**src/rtl/id_issue_if.sv**
```systemverilog
// Handshake and data bundle between decode/register-read, the issue stage and EX.
// master = upstream/control side, slave = the issue stage itself.
interface id_issue_if #(
  parameter int REG_W  = 5,
  parameter int CTRL_W = 9,
  parameter int PAY_W  = 96
);
  logic              in_valid;
  logic              in_ready;
  logic [REG_W-1:0]  in_rs;
  logic              in_use_rs;
  logic [REG_W-1:0]  in_rt;
  logic              in_use_rt;
  logic [REG_W-1:0]  in_rd;
  logic              in_wr;
  logic              in_is_load;
  logic              in_is_mc;
  logic              in_is_link;
  logic [CTRL_W-1:0] in_ctrl;
  logic [PAY_W-1:0]  in_payload;
  logic              flush;
  logic              ex_hold;
  logic              ex_valid;
  logic [CTRL_W-1:0] ex_ctrl;
  logic [REG_W-1:0]  ex_dest;
  logic [PAY_W-1:0]  ex_payload;
  logic              mc_busy;

  modport master (
    output in_valid, in_rs, in_use_rs, in_rt, in_use_rt, in_rd, in_wr,
           in_is_load, in_is_mc, in_is_link, in_ctrl, in_payload, flush, ex_hold,
    input  in_ready, ex_valid, ex_ctrl, ex_dest, ex_payload, mc_busy
  );

  modport slave (
    input  in_valid, in_rs, in_use_rs, in_rt, in_use_rt, in_rd, in_wr,
           in_is_load, in_is_mc, in_is_link, in_ctrl, in_payload, flush, ex_hold,
    output in_ready, ex_valid, ex_ctrl, ex_dest, ex_payload, mc_busy
  );
endinterface

```
**src/rtl/id_issue_interlock.sv**
```systemverilog
// ID/EX pipeline register with a per-register countdown scoreboard: RAW and
// multi-cycle structural hazards insert bubbles and backpressure fetch.
module id_issue_interlock #(
  parameter int NREGS    = 32,
  parameter int REG_W    = 5,
  parameter int CTRL_W   = 9,
  parameter int PAY_W    = 96,
  parameter int CNT_W    = 4,
  parameter int ALU_LAT  = 0,
  parameter int LOAD_LAT = 1,
  parameter int MC_LAT   = 10,
  parameter int LINK_REG = 31
) (
  input  logic clk,
  input  logic rst_n,
  id_issue_if.slave bus
);

  localparam logic [CNT_W-1:0] L_ALU  = CNT_W'(ALU_LAT);
  localparam logic [CNT_W-1:0] L_LOAD = CNT_W'(LOAD_LAT);
  localparam logic [CNT_W-1:0] L_MC   = CNT_W'(MC_LAT);
  localparam logic [REG_W-1:0] LINK   = REG_W'(LINK_REG);

  function automatic logic [CNT_W-1:0] sat_dec(input logic [CNT_W-1:0] c);
    return (c == '0) ? c : c - 1'b1;
  endfunction

  logic [CNT_W-1:0]  r_cnt [NREGS];
  logic [CNT_W-1:0]  r_mc_cnt;
  logic              r_vld_p1;
  logic [CTRL_W-1:0] r_ctrl_p1;
  logic [REG_W-1:0]  r_dest_p1;
  logic [PAY_W-1:0]  r_pay_p1;

  logic [REG_W-1:0]  w_dest;
  logic [CNT_W-1:0]  w_lat;
  logic [CNT_W-1:0]  w_rs_cnt;
  logic [CNT_W-1:0]  w_rt_cnt;
  logic              w_raw;
  logic              w_struct;
  logic              w_issue;
  logic              w_set;
  logic              w_mc_busy;

  // ---- p0: decode-side hazard evaluation against pre-issue counts ----
  always_comb begin
    w_dest = bus.in_is_link ? LINK : bus.in_rd;
    if (bus.in_is_mc)        w_lat = L_MC;
    else if (bus.in_is_load) w_lat = L_LOAD;
    else                     w_lat = L_ALU;
  end

  // Register 0 is skipped, so its lookup always reads as ready.
  always_comb begin
    w_rs_cnt = '0;
    w_rt_cnt = '0;
    for (int i = 1; i < NREGS; i++) begin
      if (bus.in_rs == REG_W'(i)) w_rs_cnt = r_cnt[i];
      if (bus.in_rt == REG_W'(i)) w_rt_cnt = r_cnt[i];
    end
  end

  assign w_mc_busy = (r_mc_cnt != '0);
  assign w_raw     = bus.in_valid & ((bus.in_use_rs & (w_rs_cnt != '0)) |
                                     (bus.in_use_rt & (w_rt_cnt != '0)));
  assign w_struct  = bus.in_valid & bus.in_is_mc & w_mc_busy;
  assign w_issue   = ~bus.ex_hold & ~bus.flush & bus.in_valid & ~w_raw & ~w_struct;
  assign w_set     = w_issue & bus.in_wr & (w_dest != '0);

  assign bus.in_ready = ~bus.ex_hold & ~w_raw & ~w_struct;

  // ---- p1: ID/EX register and scoreboard update ----
  always_ff @(posedge clk or negedge rst_n) begin
    if (!rst_n) begin
      r_vld_p1  <= 1'b0;
      r_ctrl_p1 <= '0;
      r_dest_p1 <= '0;
      r_pay_p1  <= '0;
      r_mc_cnt  <= '0;
      for (int i = 0; i < NREGS; i++) r_cnt[i] <= '0;
    end else if (!bus.ex_hold) begin
      r_vld_p1  <= w_issue;
      r_ctrl_p1 <= w_issue ? bus.in_ctrl : '0;
      r_dest_p1 <= w_issue ? w_dest : '0;
      if (w_issue) r_pay_p1 <= bus.in_payload;
      r_mc_cnt  <= (w_issue && bus.in_is_mc) ? L_MC : sat_dec(r_mc_cnt);
      for (int i = 0; i < NREGS; i++) begin
        if (i != 0 && w_set && w_dest == REG_W'(i)) r_cnt[i] <= w_lat;
        else                                         r_cnt[i] <= sat_dec(r_cnt[i]);
      end
    end
  end

  assign bus.ex_valid   = r_vld_p1;
  assign bus.ex_ctrl    = r_ctrl_p1;
  assign bus.ex_dest    = r_dest_p1;
  assign bus.ex_payload = r_pay_p1;
  assign bus.mc_busy    = w_mc_busy;

endmodule

```
**src/flat_wrapper.sv**
```systemverilog
// flat-port wrapper written by rule: the top's interface ports become plain ports
module id_issue_interlock_flat 
#(
  parameter int NREGS    = 32,
  parameter int REG_W    = 5,
  parameter int CTRL_W   = 9,
  parameter int PAY_W    = 96,
  parameter int CNT_W    = 4,
  parameter int ALU_LAT  = 0,
  parameter int LOAD_LAT = 1,
  parameter int MC_LAT   = 10,
  parameter int LINK_REG = 31
)
  (clk, rst_n, bus_in_valid, bus_in_rs, bus_in_use_rs, bus_in_rt, bus_in_use_rt, bus_in_rd, bus_in_wr, bus_in_is_load, bus_in_is_mc, bus_in_is_link, bus_in_ctrl, bus_in_payload, bus_flush, bus_ex_hold, bus_in_ready, bus_ex_valid, bus_ex_ctrl, bus_ex_dest, bus_ex_payload, bus_mc_busy);
  id_issue_if #(.REG_W(REG_W), .CTRL_W(CTRL_W), .PAY_W(PAY_W)) bus_i ();
  input  logic clk;
  input  logic rst_n;
  input wire logic [$bits(bus_i.in_valid)-1:0] bus_in_valid;
  input wire logic [$bits(bus_i.in_rs)-1:0] bus_in_rs;
  input wire logic [$bits(bus_i.in_use_rs)-1:0] bus_in_use_rs;
  input wire logic [$bits(bus_i.in_rt)-1:0] bus_in_rt;
  input wire logic [$bits(bus_i.in_use_rt)-1:0] bus_in_use_rt;
  input wire logic [$bits(bus_i.in_rd)-1:0] bus_in_rd;
  input wire logic [$bits(bus_i.in_wr)-1:0] bus_in_wr;
  input wire logic [$bits(bus_i.in_is_load)-1:0] bus_in_is_load;
  input wire logic [$bits(bus_i.in_is_mc)-1:0] bus_in_is_mc;
  input wire logic [$bits(bus_i.in_is_link)-1:0] bus_in_is_link;
  input wire logic [$bits(bus_i.in_ctrl)-1:0] bus_in_ctrl;
  input wire logic [$bits(bus_i.in_payload)-1:0] bus_in_payload;
  input wire logic [$bits(bus_i.flush)-1:0] bus_flush;
  input wire logic [$bits(bus_i.ex_hold)-1:0] bus_ex_hold;
  output wire logic [$bits(bus_i.in_ready)-1:0] bus_in_ready;
  output wire logic [$bits(bus_i.ex_valid)-1:0] bus_ex_valid;
  output wire logic [$bits(bus_i.ex_ctrl)-1:0] bus_ex_ctrl;
  output wire logic [$bits(bus_i.ex_dest)-1:0] bus_ex_dest;
  output wire logic [$bits(bus_i.ex_payload)-1:0] bus_ex_payload;
  output wire logic [$bits(bus_i.mc_busy)-1:0] bus_mc_busy;
  assign bus_i.in_valid = bus_in_valid;
  assign bus_i.in_rs = bus_in_rs;
  assign bus_i.in_use_rs = bus_in_use_rs;
  assign bus_i.in_rt = bus_in_rt;
  assign bus_i.in_use_rt = bus_in_use_rt;
  assign bus_i.in_rd = bus_in_rd;
  assign bus_i.in_wr = bus_in_wr;
  assign bus_i.in_is_load = bus_in_is_load;
  assign bus_i.in_is_mc = bus_in_is_mc;
  assign bus_i.in_is_link = bus_in_is_link;
  assign bus_i.in_ctrl = bus_in_ctrl;
  assign bus_i.in_payload = bus_in_payload;
  assign bus_i.flush = bus_flush;
  assign bus_i.ex_hold = bus_ex_hold;
  assign bus_in_ready = bus_i.in_ready;
  assign bus_ex_valid = bus_i.ex_valid;
  assign bus_ex_ctrl = bus_i.ex_ctrl;
  assign bus_ex_dest = bus_i.ex_dest;
  assign bus_ex_payload = bus_i.ex_payload;
  assign bus_mc_busy = bus_i.mc_busy;
  id_issue_interlock #(.NREGS(NREGS), .REG_W(REG_W), .CTRL_W(CTRL_W), .PAY_W(PAY_W), .CNT_W(CNT_W), .ALU_LAT(ALU_LAT), .LOAD_LAT(LOAD_LAT), .MC_LAT(MC_LAT), .LINK_REG(LINK_REG)) u_core (.clk(clk), .rst_n(rst_n), .bus(bus_i));
endmodule
```
**config.mk**
```make
export PLATFORM = sky130hd
export DESIGN_NAME = id_issue_interlock_flat
export DESIGN_NICKNAME = d
export VERILOG_FILES = /design/src/rtl/id_issue_if.sv /design/src/rtl/id_issue_interlock.sv /design/src/flat_wrapper.sv
export SDC_FILE = /design/constraint.sdc
export NUM_CORES = 1
export LEC_CHECK = 0
export ABC_AREA = 1
export CAP_MARGIN = 15
export CORE_MARGIN = 10
export CORE_UTILIZATION = 45
export CTS_BUF_LIST = sky130_fd_sc_hd__clkbuf_8 sky130_fd_sc_hd__clkbuf_16
export DETAILED_ROUTE_END_ITERATION = 7
export GPL_TIMING_DRIVEN = 1
export PLACE_DENSITY = 0.69
export SLEW_MARGIN = 20
export SYNTH_ARGS = -nofsm -noshare
export SYNTH_HDL_FRONTEND = slang
export SYNTH_SLANG_ARGS = --single-unit
```
**constraint.sdc**
```tcl
create_clock -name clk -period 4.3 [get_ports clk]
set_input_delay 0.86 -clock clk [delete_from_list [all_inputs] [get_ports clk]]
set_output_delay 0.86 -clock clk [all_outputs]
set_load 0.005 [all_outputs]
```
-- Word level (Yosys, flattened, before mapping)
Index checks and enable logic that the tools add are counted.
- add/subtract/negate cells: 32
- eq/ne operators: 125
- mux-type cells: 131
- bitwise operators: 18
- reduce and logical (&&, ||, !) cells: 101
- operator list (kind ; number):
    4-bit two-way mux ; 127
    5-bit == test, second input constant ; 48
    4-bit zero test ; 32
    4-bit by 1-bit subtractor with 4-bit output, second input constant ; 32
    5-bit by 4-bit == test with 1-bit output, second input constant ; 24
    2-bit AND reduction ; 33
    2-bit by 1-bit != test with 1-bit output, second input constant ; 32
    5-bit by 3-bit == test with 1-bit output, second input constant ; 12
    1-bit logical AND ; 32
    5-bit by 2-bit == test with 1-bit output, second input constant ; 6
    5-bit by 1-bit == test with 1-bit output, second input constant ; 3
    1-bit bitwise AND ; 13
    4-bit nonzero test ; 3
    5-bit two-way mux ; 2
    9-bit two-way mux ; 1
    5-bit nonzero test ; 1
    1-bit inverter ; 4
    1-bit two-way mux ; 1
    1-bit bitwise OR ; 1
- register bits after elaboration: 239
- input port bits: 131
- output and inout port bits: 113
- word-level logic and storage cells: 443

-- Logic depth before layout (Yosys ltp)
- depth after elaboration: 44
- mapped depth: 39
- gate-level depth less buffers: 38

-- Worst setup path after synthesis
Ideal clock, no wire load.
- kind: input to output
- start point: input port bus_in_rs[4]
- end point: output port bus_in_ready
- arrival: 2.818 ns
- data required time: 3.440 ns
- path slack: 0.622 ns
- stages on the path: 24
- path buffers: 1
- path through: inv_1 > clkbuf_1 > nand3_1 > o21ai_0 > inv_1 > nand2_1 > nand3_1 > nand2_1 > nand4_1 > nand2_1 > nand3_1 > nand2_1 > nand3_1 > nand2_1 > nand4_1 > nor2_1 > nand4_1 > nor2_1 > nand2_1 > nand2_1 > nand2_1 > nand2_1 > nand2_1 > a21oi_1
- cells in the longest elaborated chain, start to end: 39
- elaborated cells on any way between the ends: 69
- those cells by class: eq/ne: 31; mux: 31; bitwise: 6; reduce/logical: 1
- RTL lines (item ; line ; source):
    start: declaration ; flat_wrapper.sv:19 ; input wire logic [$bits(bus_i.in_rs)-1:0] bus_in_rs;
    5-bit by 1-bit == test with 1-bit output ; id_issue_interlock.sv:58 ; if (bus.in_rs == REG_W'(i)) w_rs_cnt = r_cnt[i];
    4-bit two-way mux (30 in series) ; id_issue_interlock.sv:58 ;
    4-bit two-way mux (*) ; id_issue_interlock.sv:58 ;
    4-bit nonzero test (*) ; id_issue_interlock.sv:64 ; assign w_raw = bus.in_valid & ((bus.in_use_rs & (w_rs_cnt != '0)) |
    1-bit bitwise AND (*) ; id_issue_interlock.sv:64 ;
    1-bit bitwise OR (*) ; id_issue_interlock.sv:64 ;
    1-bit bitwise AND (*) ; id_issue_interlock.sv:64 ;
    1-bit inverter (*) ; id_issue_interlock.sv:70 ; assign bus.in_ready = ~bus.ex_hold & ~w_raw & ~w_struct;
    1-bit bitwise AND (*) (2 in series) ; id_issue_interlock.sv:70 ;
    end: declaration ; flat_wrapper.sv:32 ; output wire logic [$bits(bus_i.in_ready)-1:0] bus_in_ready;
Every way passes the cells marked *; elsewhere a longest branch is shown, timed or not.

-- Worst setup path in the final report
- start point: input port bus_in_rt[0]
- end point: output port bus_in_ready
- cells in the longest elaborated chain, start to end: 39
- elaborated cells on any way between the ends: 69
- those cells by class: eq/ne: 31; mux: 31; bitwise: 6; reduce/logical: 1
- RTL lines (item ; line ; source):
    start: declaration ; flat_wrapper.sv:21 ; input wire logic [$bits(bus_i.in_rt)-1:0] bus_in_rt;
    5-bit by 1-bit == test with 1-bit output ; id_issue_interlock.sv:59 ; if (bus.in_rt == REG_W'(i)) w_rt_cnt = r_cnt[i];
    4-bit two-way mux (30 in series) ; id_issue_interlock.sv:59 ;
    4-bit two-way mux (*) ; id_issue_interlock.sv:59 ;
    4-bit nonzero test (*) ; id_issue_interlock.sv:65 ; (bus.in_use_rt & (w_rt_cnt != '0)));
    1-bit bitwise AND (*) ; id_issue_interlock.sv:65 ;
    1-bit bitwise OR (*) ; id_issue_interlock.sv:64 ;
    1-bit bitwise AND (*) ; id_issue_interlock.sv:64 ;
    1-bit inverter (*) ; id_issue_interlock.sv:70 ;
    1-bit bitwise AND (*) (2 in series) ; id_issue_interlock.sv:70 ;
Marked as above.

==> qor.txt <==
Hold slack = 0.286 ns
Worst Max-Slew Pin Slew = 0.772 ns
Clock Latency Late Sink = 0.59 ns
CP max-delay cell = nor2_1
Compound-Gate Fraction of Synth Area = 8.33%
Reg2Reg Depth = 31
Placed Area = 19400 sq um
CTS buffer count = 28
CTS Buffer Depth = 3
Critical path arrival = 3.65 ns
Drt via density = 5.15
CP required = 3.44 ns
Peak VDD IR = 414 uV
Pleak = 0.0105 uW
Max-slew violation count = 0
Largest net degree at the start of global routing = 96
Largest family of logic cells by synthesized area = simple AND/OR/NAND/NOR gates
Sum Neg Setup Slack = -0.210 ns
Cells after synthesis = 2200
Share of layout cells above drive strength 1 = 13.6%
Post-DP HPWL = 43400 microns
Via count = 15.9k
Final hold vios = 0
Xor/xnor share of the synthesized area = 3.47%
Final setup violation count = 1
Initial DRC count = 1196
Site Rows = 67
Hold crit path type = in -> async
Global-route wire length before repair = 87600 microns
Final WL = 56300 microns
Number of iterations in the first detailed-routing pass = 5
Post-synthesis sequential area ratio = 39.4%
Synth Area in Adders = 5.20%
Final Cycle Share = 105%
Mux contribution to synthesized area = 0%
Syn Nets = 2394
Area grow syn2layout = 38.1%
Vias in the first global route = 15.8k
Most common cell after layout, fill and taps aside = nand2_1
Top cells by area, synth = dfrtp_1 39%, nand2_1 22%, inv_1 6.1%
MaxCap Viol Count = 0
Reg2Reg Setup Slack = 0.43 ns
DIE HEIGHT = 204 microns
H-tree lvl count = 1
Total Nets Final = 2812
Final instance area = 20900 sq um
Chip width = 204 microns
Flops & latches, synth = 239
Ys Warns = 0
Final WS setup = -0.210 ns
Final Skew = 0.0390 ns
Delay of the slowest critical-path stage = 0.26 ns
RSZ-0062 raised after global routing = yes
Crit path kind = in -> out
Clock tree sinks = 239
Die area = 41400 sq um
N_diodes = 0
I/O pin count = 244
Failing checks = setup timing
Initial Utilization = 45.4%
Root buffer cell = clkbuf_16
Final Util = 62.8%
Status = finished, violations left
Routed WL per cell = 18.2 microns
Rel. slew slack = 48.6%
CTS tree = yes
Synth area leader = dfrtp_1
Core box area = 33400 sq um
Pwr Density = 597 nW/um^2
Reg clk slew, reported paths = 0.06 ns
Post-layout min period = 4.51 ns
Synth Area in Simple Gates = 35.6%
Grt total ovfl = 0
Global-route total usage across every layer = 26.7%
Initial antenna violation count = 2
ANT nets after route = 0
Fmax = 222 MHz
Area share of the leading cell type in the synthesized netlist = 39.4%
Post-Syn Area = 15200 sq um
DRC = 0
CP dominant cell by count = buf_4
Synthesized area per cell = 6.89 sq um
Netlist cell types = 38
Final RePlAce weighted congestion = 1.00
I/O Buffers = 243
Commonest non-fill, non-tap cells in the layout = 858 x nand2_1, 241 x inv_1, 239 x dfrtp_1
Setup crit end kind = output pin
CP Launch Type = input pin
Critical-path maximum fanout = 4
-- flip-flops by register name (all words and copies together), names as in the netlist --
signal / count
u_core.bus.ex_ctrl: 9
u_core.bus.ex_dest: 5
u_core.bus.ex_payload: 96
u_core.bus.ex_valid: 1
u_core.r_cnt: 124
u_core.r_mc_cnt: 4
-- final cells by class --
| type | instances | area [sq um] |
|---|---|---|
| Multi-Input combinational cell | 1648 | 8240 |
| Tap cell | 448 | 561 |
| Clock buffer | 31 | 742 |
| Timing Repair Buffer | 444 | 4160 |
| Clock inverter | 21 | 279 |
| Fill cell | 3040 | 12400 |
| Inverter | 257 | 977 |
| Sequential cell | 239 | 5980 |
-- layer usage --
metal,GRT usage [%],vias up,part of all wire (%),wire (microns)
li1,-,7808,-,-
met1,32.7,7458,41,23200
met2,43.9,526,46,26000
met3,8.46,101,9.0,5070
met4,8.85,4,3.5,1940
met5,0,-,0.032,18
-- cell usage after synthesis (all sizes together) --
cell / number
a21boi: 1
a21oi: 66
a22o: 9
a31oi: 7
buf: 20
clkbuf: 36
clkinv: 4
dfrtp: 239
ha: 63
inv: 253
nand2: 880
nand3: 123
nand3b: 1
nand4: 73
nor2: 174
nor3: 21
nor3b: 8
nor4: 6
o2111ai: 2
o211ai: 1
o21ai: 144
o21bai: 4
o22ai: 3
o31ai: 1
or2: 1
xnor2: 5
xor2: 55
-- kinds of logic after synthesis --
kind of cell / Yosys count
adders and majority gates: 63
xor gates and xnor gates: 60
DFF: 239
AOI/OAI and AO/OA: 238
buffers and inverters: 313
and+or+nand+nor: 1287
-- metrics by stage --
| step | std cells | power [uW] | setup slack, ns |
|---|---|---|---|
| final | 3088 | 12500 | -0.210 |
| after global routing | 3088 | 13600 | -0.442 |
| after CTS | 3087 | 12500 | -0.200 |
| after detailed placement | 3011 | 9750 | -1.17 |
| after global placement | 3011 | 9560 | -1.14 |
| after floorplan | 2200 | 7210 | 0.622 |
-- where the power goes --
group | switching, uW | total (uW) | internal [uW]
clock network | 1030 | 2630 | 1600
logic | 2980 | 5560 | 2580
registers | 1040 | 4310 | 3280
-- critical path: cells and delay by family --
kind | cells | cell delay [ns]
compound gates | 1 | 0.05
simple gates | 15 | 1.25
buf+inv | 12 | 1.48
-- worst paths after layout --
path	endpoint	start
setup / recovery	bus_in_ready	bus_in_rt[0]
hold / removal	u_core.r_cnt[112]	rst_n
setup reg to reg	u_core.r_cnt[100]	u_core.r_cnt[121]
hold reg to reg	u_core.r_cnt[0]	u_core.r_cnt[0]
max in group asynchronous	u_core.r_cnt[15]	rst_n
min in group clk	u_core.r_cnt[0]	u_core.r_cnt[0]
-- what timing repair did --
action	CTS	global route
buffers inserted	24	4
endpoints found under the setup margin	123	156
pin swaps	32	40
gates resized for setup	110	45
hold buffers	0	0
(Power assumes the default switching activity.)
